`src/rtl/spi_master.sv`:
```
// SPI master, mode 0, MSB first, registered outputs and programmable chip-select timing.
// Define SPI_MASTER_BURST_EN to add the `last` port and the WAIT state for back-to-back words.
module spi_master #(
  parameter int unsigned WIDTH    = 8,
  parameter int unsigned CLK_DIV  = 5,
  parameter int unsigned CS_SETUP = 5,
  parameter int unsigned CS_IDLE  = 5
) (
  input  logic             clk,
  input  logic             nrst,
  input  logic             start,
  input  logic [WIDTH-1:0] tx_data,
`ifdef SPI_MASTER_BURST_EN
  input  logic             last,
`endif
  output logic             busy,
  output logic             done,
  output logic [WIDTH-1:0] rx_data,
  output logic             sck,
  output logic             ncs,
  output logic             mosi,
  input  logic             miso
);

  localparam int unsigned DivMax1 = (CLK_DIV > CS_SETUP) ? CLK_DIV : CS_SETUP;
  localparam int unsigned DivMax  = (DivMax1 > CS_IDLE) ? DivMax1 : CS_IDLE;
  localparam int unsigned DivW    = (DivMax < 2) ? 1 : $clog2(DivMax);
  localparam int unsigned CntW    = $clog2(WIDTH + 1);

`ifdef SPI_MASTER_BURST_EN
  typedef enum logic [2:0] {
    StIdle, StSetup, StLow, StHigh, StHold, StGap, StWait
  } state_e;
`else
  typedef enum logic [2:0] {
    StIdle, StSetup, StLow, StHigh, StHold, StGap
  } state_e;
`endif

  state_e           state_q, state_d;
  logic [DivW-1:0]  div_q, div_d;
  logic [CntW-1:0]  bit_q, bit_d;
  // Holds only the bits not yet on mosi; the MSB goes straight to mosi at acceptance.
  logic [WIDTH-2:0] tx_sh_q, tx_sh_d;
  logic [WIDTH-1:0] rx_sh_q, rx_sh_d;
  logic [WIDTH-1:0] rx_data_q, rx_data_d;
  logic             sck_q, sck_d;
  logic             ncs_q, ncs_d;
  logic             mosi_q, mosi_d;
  logic             busy_q, busy_d;
  logic             done_q, done_d;
`ifdef SPI_MASTER_BURST_EN
  logic             last_q, last_d;
`endif

  logic [31:0]      limit_m1;
  logic             div_end;

  // Each timed state lasts its configured cycle count, measured by div_q from 0.
  always_comb begin
    limit_m1 = 32'(CLK_DIV) - 32'd1;
    if (state_q == StSetup) begin
      limit_m1 = (CS_SETUP == 0) ? 32'd0 : 32'(CS_SETUP) - 32'd1;
    end else if (state_q == StGap) begin
      limit_m1 = (CS_IDLE == 0) ? 32'd0 : 32'(CS_IDLE) - 32'd1;
    end
    div_end = (32'(div_q) >= limit_m1);
  end

  always_comb begin
    state_d   = state_q;
    div_d     = div_q + DivW'(1);
    bit_d     = bit_q;
    tx_sh_d   = tx_sh_q;
    rx_sh_d   = rx_sh_q;
    rx_data_d = rx_data_q;
    sck_d     = sck_q;
    ncs_d     = ncs_q;
    mosi_d    = mosi_q;
    busy_d    = busy_q;
    done_d    = 1'b0;
`ifdef SPI_MASTER_BURST_EN
    last_d    = last_q;
`endif

    case (state_q)
      StIdle: begin
        div_d = '0;
        if (start) begin
          tx_sh_d = tx_data[WIDTH-2:0];
          mosi_d  = tx_data[WIDTH-1];
          ncs_d   = 1'b0;
          busy_d  = 1'b1;
          bit_d   = '0;
          state_d = StSetup;
`ifdef SPI_MASTER_BURST_EN
          last_d  = last;
`endif
        end
      end

      StSetup: begin
        if (div_end) begin
          div_d   = '0;
          state_d = StLow;
        end
      end

      StLow: begin
        if (div_end) begin
          div_d   = '0;
          sck_d   = 1'b1;
          rx_sh_d = {rx_sh_q[WIDTH-2:0], miso};
          state_d = StHigh;
        end
      end

      StHigh: begin
        if (div_end) begin
          div_d = '0;
          sck_d = 1'b0;
          bit_d = bit_q + CntW'(1);
          if (bit_q == CntW'(WIDTH - 1)) begin
            state_d = StHold;
          end else begin
            mosi_d  = tx_sh_q[WIDTH-2];
            tx_sh_d = tx_sh_q << 1;
            state_d = StLow;
          end
        end
      end

      StHold: begin
        if (div_end) begin
          div_d     = '0;
          done_d    = 1'b1;
          rx_data_d = rx_sh_q;
`ifdef SPI_MASTER_BURST_EN
          if (!last_q) begin
            // Keep the slave selected and wait for the next word of the burst.
            busy_d  = 1'b0;
            state_d = StWait;
          end else begin
            ncs_d   = 1'b1;
            state_d = StGap;
          end
`else
          ncs_d   = 1'b1;
          state_d = StGap;
`endif
        end
      end

      StGap: begin
        if (div_end) begin
          div_d   = '0;
          busy_d  = 1'b0;
          state_d = StIdle;
        end
      end

`ifdef SPI_MASTER_BURST_EN
      StWait: begin
        div_d = '0;
        if (start) begin
          tx_sh_d = tx_data[WIDTH-2:0];
          mosi_d  = tx_data[WIDTH-1];
          busy_d  = 1'b1;
          bit_d   = '0;
          last_d  = last;
          state_d = StLow;
        end
      end
`endif

      default: begin
        div_d   = '0;
        state_d = StIdle;
      end
    endcase
  end

  always_ff @(posedge clk or negedge nrst) begin
    if (!nrst) begin
      state_q   <= StIdle;
      div_q     <= '0;
      bit_q     <= '0;
      tx_sh_q   <= '0;
      rx_sh_q   <= '0;
      rx_data_q <= '0;
      sck_q     <= 1'b0;
      ncs_q     <= 1'b1;
      mosi_q    <= 1'b0;
      busy_q    <= 1'b0;
      done_q    <= 1'b0;
`ifdef SPI_MASTER_BURST_EN
      last_q    <= 1'b0;
`endif
    end else begin
      state_q   <= state_d;
      div_q     <= div_d;
      bit_q     <= bit_d;
      tx_sh_q   <= tx_sh_d;
      rx_sh_q   <= rx_sh_d;
      rx_data_q <= rx_data_d;
      sck_q     <= sck_d;
      ncs_q     <= ncs_d;
      mosi_q    <= mosi_d;
      busy_q    <= busy_d;
      done_q    <= done_d;
`ifdef SPI_MASTER_BURST_EN
      last_q    <= last_d;
`endif
    end
  end

  assign busy    = busy_q;
  assign done    = done_q;
  assign rx_data = rx_data_q;
  assign sck     = sck_q;
  assign ncs     = ncs_q;
  assign mosi    = mosi_q;

endmodule

```
`config.mk`:
```
export PLATFORM = sky130hd
export DESIGN_NAME = spi_master
export DESIGN_NICKNAME = d
export VERILOG_FILES = /design/src/rtl/spi_master.sv
export SDC_FILE = /design/constraint.sdc
export NUM_CORES = 1
export LEC_CHECK = 0
export CAP_MARGIN = 25
export CORE_MARGIN = 5
export CORE_UTILIZATION = 48
export DETAILED_ROUTE_END_ITERATION = 8
export HOLD_SLACK_MARGIN = 0.05
export PLACE_DENSITY = 0.75
export SLEW_MARGIN = 5
export SYNTH_ARGS = -nofsm -noshare
export SYNTH_HDL_FRONTEND = slang
export SYNTH_SLANG_ARGS = --single-unit
```
`constraint.sdc`:
```
create_clock -name clk -period 1.7 [get_ports clk]
set_input_delay 0.255 -clock clk [delete_from_list [all_inputs] [get_ports clk]]
set_output_delay 0.255 -clock clk [all_outputs]
set_load 0.005 [all_outputs]
```
Yosys cells after proc, flatten, opt, wreduce, memory -nomap -nowiden

Index checks and enable logic that the tools add are counted.

Bits in registers: 38
Logic and storage cells: 71
Input port bits: 12
Output and inout port bits: 13

Mux-type cells: 30
Reductions and logical operators: 14
Add/subtract/negate cells: 2
Equality and inequality tests: 13
$lt $le $gt $ge: 1

Operators with widths:

| operator                                            | number |
|---|---|
| two-way mux 3 bit                                   | 9 |
| two-way mux 7 bit                                   | 3 |
| one-hot mux 3 bit (6 select lines)                  | 1 |
| inequality test 2 bit, second input constant        | 7 |
| one-hot mux 7 bit (2 select lines)                  | 1 |
| AND reduction 3 bit                                 | 4 |
| two-way mux 1 bit                                   | 9 |
| two-way mux 4 bit                                   | 2 |
| one-hot mux 1 bit (2 select lines)                  | 4 |
| one-hot mux 4 bit (2 select lines)                  | 1 |
| nonzero test 2 bit                                  | 4 |
| equality test 3 x 2 -> 1 bit, second input constant | 2 |
| equality test 3 bit, second input constant          | 2 |
| AND reduction 6 bit                                 | 1 |
| OR reduction 5 bit                                  | 1 |
| adder 4 x 1 -> 4 bit, second input constant         | 1 |
| equality test 4 x 3 -> 1 bit, second input constant | 1 |
| AND reduction 2 bit                                 | 2 |
| AND reduction 4 bit                                 | 1 |
| adder 3 x 1 -> 3 bit, second input constant         | 1 |
| equality test 3 x 1 -> 1 bit, second input constant | 1 |
| >= comparator 3 bit, second input constant          | 1 |
| logical NOT 3 bit                                   | 1 |

Depth between registers and ports, before layout

Depth in word-level cells: 4
Mapped depth: 5
Gate-level depth less buffers: 4

Least setup slack after synthesis

No wires, ideal clock.

Kind: reg2reg
Start point: reg state_q[1]
End point: reg mosi_q, in the netlist mosi
Setup slack: -0.136 ns
Buffers on the path: 1
Clock period less this slack: 1.836 ns
Library setup time: 0.125 ns
Stages on the path, launching flop included: 5
Data required time: 1.575 ns
Arrival: 1.711 ns
Path through: dfrtp_1 buf_2 or3b_1 a221oi_4 mux2_2

Cells in the longest elaborated chain, start to end: 3
Elaborated cells between the ends (all ways): 8
Classes of those cells: 4 x eq/ne; 1 x mux; 3 x reduce/logical

RTL lines:

| element                                                               | line | RTL |
|---|---|---|
| start, declared                                                       | 40   | `state_e state_q, state_d;` |
| start signal, assigned                                                | 185  | `state_q <= StIdle;` |
| start signal, assigned                                                | 200  | `state_q <= state_d;` |
| equality test 3 x 2 -> 1 bit or logical NOT 3 bit (tied branches)     | 86   | `case (state_q)` |
| inequality test 2 bit (no line) or nonzero test 2 bit (tied branches) | --   |  |
| AND reduction 4 bit (no line)                                         | --   |  |
| end signal, assigned                                                  | 208  | `mosi_q <= mosi_d;` |
| end, declared                                                         | 49   | `logic mosi_q, mosi_d;` |

Several ways; a longest one is shown, not always the timed one.
A chain may end at the register's enable or synchronous reset.

Worst setup path in the final report

Start point: reg bit_q[0]
End point: reg tx_sh_q[4]

Cells in the longest elaborated chain, start to end: 3

RTL lines:

| element                         | line | RTL |
|---|---|---|
| start, declared                 | 42   | `logic [CntW-1:0] bit_q, bit_d;` |
| start signal, assigned          | 202  | `bit_q <= bit_d;` |
| equality test 4 x 3 -> 1 bit    | 123  | `if (bit_q == CntW'(WIDTH - 1)) begin` |
| inequality test 2 bit (no line) | --   |  |
| AND reduction 4 bit (no line)   | --   |  |
| end signal, assigned            | 203  | `tx_sh_q <= tx_sh_d;` |
| end, declared                   | 44   | `logic [WIDTH-2:0] tx_sh_q, tx_sh_d;` |

Every way passes these cells.

==> results.md <==
* Status: finished with violations
* Failing checks: negative setup slack
* Number of remaining DRC errors at 0
* VDD IR-drop max at between 800 and 900 uV
* Util after Layout at between 60% and 70%
* Row count at 21
* Fin crit period at 1.78 ns
* Number of synthesized flops with an enable pin at 0
* Worst Setup EP: tx_sh_q[4]$_DFFE_PN0P_
* Register area share after synthesis at a little over half
* Die area at 4930 um^2
* Max-slew violations at 0
* Final hold violation count at 0
* Routed Antenna Nets at 0
* Synth top area share at between 50% and 60%
* Total grt overflow at 0
* R2R Path End: tx_sh_q[4]$_DFFE_PN0P_
* Max Cap Violations at 0
* Post-synth top cells: dfrtp_1 (37), mux2_2 (29), inv_1 (7)
* Post-synth ARST share at 100%
* Gate Count Post-Synth at 139
* Initial DRC Count at 47
* Worst hold path class: in2async
* Sink Count at 38
* Core area at approximately 3400 um^2
* Required @ worst endpoint at between 1.5 and 2 ns
* ANT cells at 0
* Pleak at 1.07 nW
* Skew final at 0.0107 ns
* Final WL at between 3000 and 4000 um
* Area delta synth->final at 31.4%
* I/O pin count at 25
* Root Buffer: clkbuf_4
* Syn avg cell area at 12.5 um^2
* Total GRT Usage at between 10% and 20%
* Final nets at between 150 and 200
* Yosys warning count at 0
* WS Path Type: reg2reg
* Count leader, synth: dfrtp_1
* Crit-path max FO at 8
* Syn Std Cell Area at 1740 um^2
* Post-DP HPWL at ~2400 um
* Largest net degree at the start of global routing at 21
* Reg-to-reg slack, setup at -0.08 ns
* Setup crit start: bit_q[0]$_DFFE_PN0P_
* Vias per inst at about 5.5
* Setup TNS Final at -0.538 ns
* Drt wl/cell at ~15 um
* Startpoint types: flip-flop
* Leading area contributor after synthesis: dfrtp_1
* Ys flop type: dfrtp_1
* TritonCTS Buffers at 5
* Die Y at 70.2 um
* CTS clock-pin slew for the worst setup and hold paths at roughly 0.12 ns
* # setup viols final at 7
* Vias in the first global route at 1310
* CTS H-tree depth at 2
* Maximum clock frequency at roughly 560 MHz
* Port Buffers at 24
* Clk buf depth at 2
* Period utilization at 105%
* TritonCTS clock tree: yes
* Reg2reg path depth at 5
* Distinct cells, synth at 31
* Die Span X at approximately 70 um
* Non-Filler Instances at 230
* GP Congestion at approximately 0.78
* PwrDens at between 1000 and 1500 nW/um^2
* First-pass GRT wire length at about 6000 um
* Worst EP arrival at ~2 ns
* Drt first pass iters at 4
* Crit end category: flip-flop
* Setup ws final at -0.0822 ns
* Starting density of the core at roughly half
* Slew margin rel. at slightly below 70%
* Synth Register Bits at 38
* R2R Path Start: bit_q[0]$_DFFE_PN0P_
* Worst Tran Pin Value at roughly 0.46 ns
* Share of cells above drive strength 1 at 33.7%
* Clk_lat worst skew at between 0.3 and 0.4 ns
* Initial antenna violation count at 0
* Power, Total at around 0.0031 W
* Mapped Nets at 154
* Synth top area cells: dfrtp_1 (53%), mux2_2 (19%), ha_1 (2.2%)
* Placed Cells at between 200 and 250
* Via total after detailed routing at 1254
* Unrepaired setup endpoints after global routing: yes
==> report_power, final <==
group | switching [W] | leakage [nW] | internal, W
clock network | 0.000310 | 0.0343 | 0.000199
logic | 0.000533 | 0.544 | 0.000747
registers | 0.000154 | 0.488 | 0.00115
total | 0.000997 | 1.07 | 0.00210
==> final cells by class <==
class | instances | area, um^2
fillers | 282 | 1130
flip-flops and latches | 38 | 952
multi-input cells | 87 | 761
repair buffers | 44 | 425
well taps | 46 | 57.6
clock buffers | 6 | 51.3
inverters | 7 | 26.3
clock inverters | 2 | 12.5
==> sequential cells by signal, summed over array words and instances (netlist names), 3 cells and up <==
register  count
rx_data       8
rx_sh_q       8
tx_sh_q       7
bit_q         4
div_q         3
state_q       3
==> cells in the final DEF (no fill, tap or decap), types with 5 or more instances in the layout <==
master and instances:
dfrtp_1 37, clkdlybuf4s50_1 23, buf_4 16, mux2_4 7, mux2_2 23, clkbuf_4 5
and3_1 5, a21oi_1 6, nand2_1 5, nor2_1 5, inv_1 7
==> logic make-up (layout without fill, tap and decap cells) <==
group | after synthesis | after routing | share of synthesized area [%]
adders and majority gates | 3 | 3 | 2.16
buffers and inverters | 14 | 59 | 3.17
xor gates and xnor gates | 1 | 1 | 0.504
muxes | 31 | 31 | 20.0
and+or+nand+nor | 31 | 31 | 10.4
DFF | 38 | 38 | 54.7
AOI/OAI and AO/OA | 21 | 21 | 8.99
==> routing by layer <==
layer / track usage [%] / routed length (um) / vias to the layer above
li1: - / - / 589
met1: 18.9 / 1520 / 634
met2: 25.0 / 1750 / 27
met3: 5.16 / 145 / 4
met4: 4.26 / 37 / 0
met5: 0 / 0 / -
==> worst max-delay path, cell delays in order, from the launching register on <==
cell	delay [ns]
dfrtp_1	0.41
ha_1	0.22
and3b_1	0.21
a221oi_4	0.34
buf_12	0.18
mux2_4	0.30
==> how the worst min path moves through the flow <==
| stage | startpoint | end | slack (ns) |
|---|---|---|---|
| 2_1_floorplan | nrst | bit_q[0]$_DFFE_PN0P_ | -0.04 |
| 5_1_grt | nrst | state_q[2]$_DFFE_PN0P_ | 0.41 |
| 6_report | nrst | state_q[2]$_DFFE_PN0P_ | 0.37 |
| 3_5_place_dp | nrst | state_q[2]$_DFFE_PN0P_ | 0.23 |
| 3_3_place_gp | nrst | state_q[2]$_DFFE_PN0P_ | 0.23 |
| 4_1_cts | nrst | state_q[2]$_DFFE_PN0P_ | 0.38 |
==> through the flow <==
step                      hold WS, ns  cell area, um^2  setup WS [ns]
final                           0.366             2290        -0.0822
after floorplan               -0.0406             1740         -0.130
after global routing            0.408             2290         -0.124
after detailed placement        0.230             2170         -0.389
after global placement          0.227             2170         -0.343
after CTS                       0.378             2270        -0.0852
==> timing repair <==
item,CTS,global route
buffers inserted,0,2
endpoints found under the setup margin,7,8
pin swaps,2,1
hold endpoints to repair,17,0
hold buffers,1,0
gates resized for setup,7,0
Note: power is estimated with default switching activity, not from simulation.
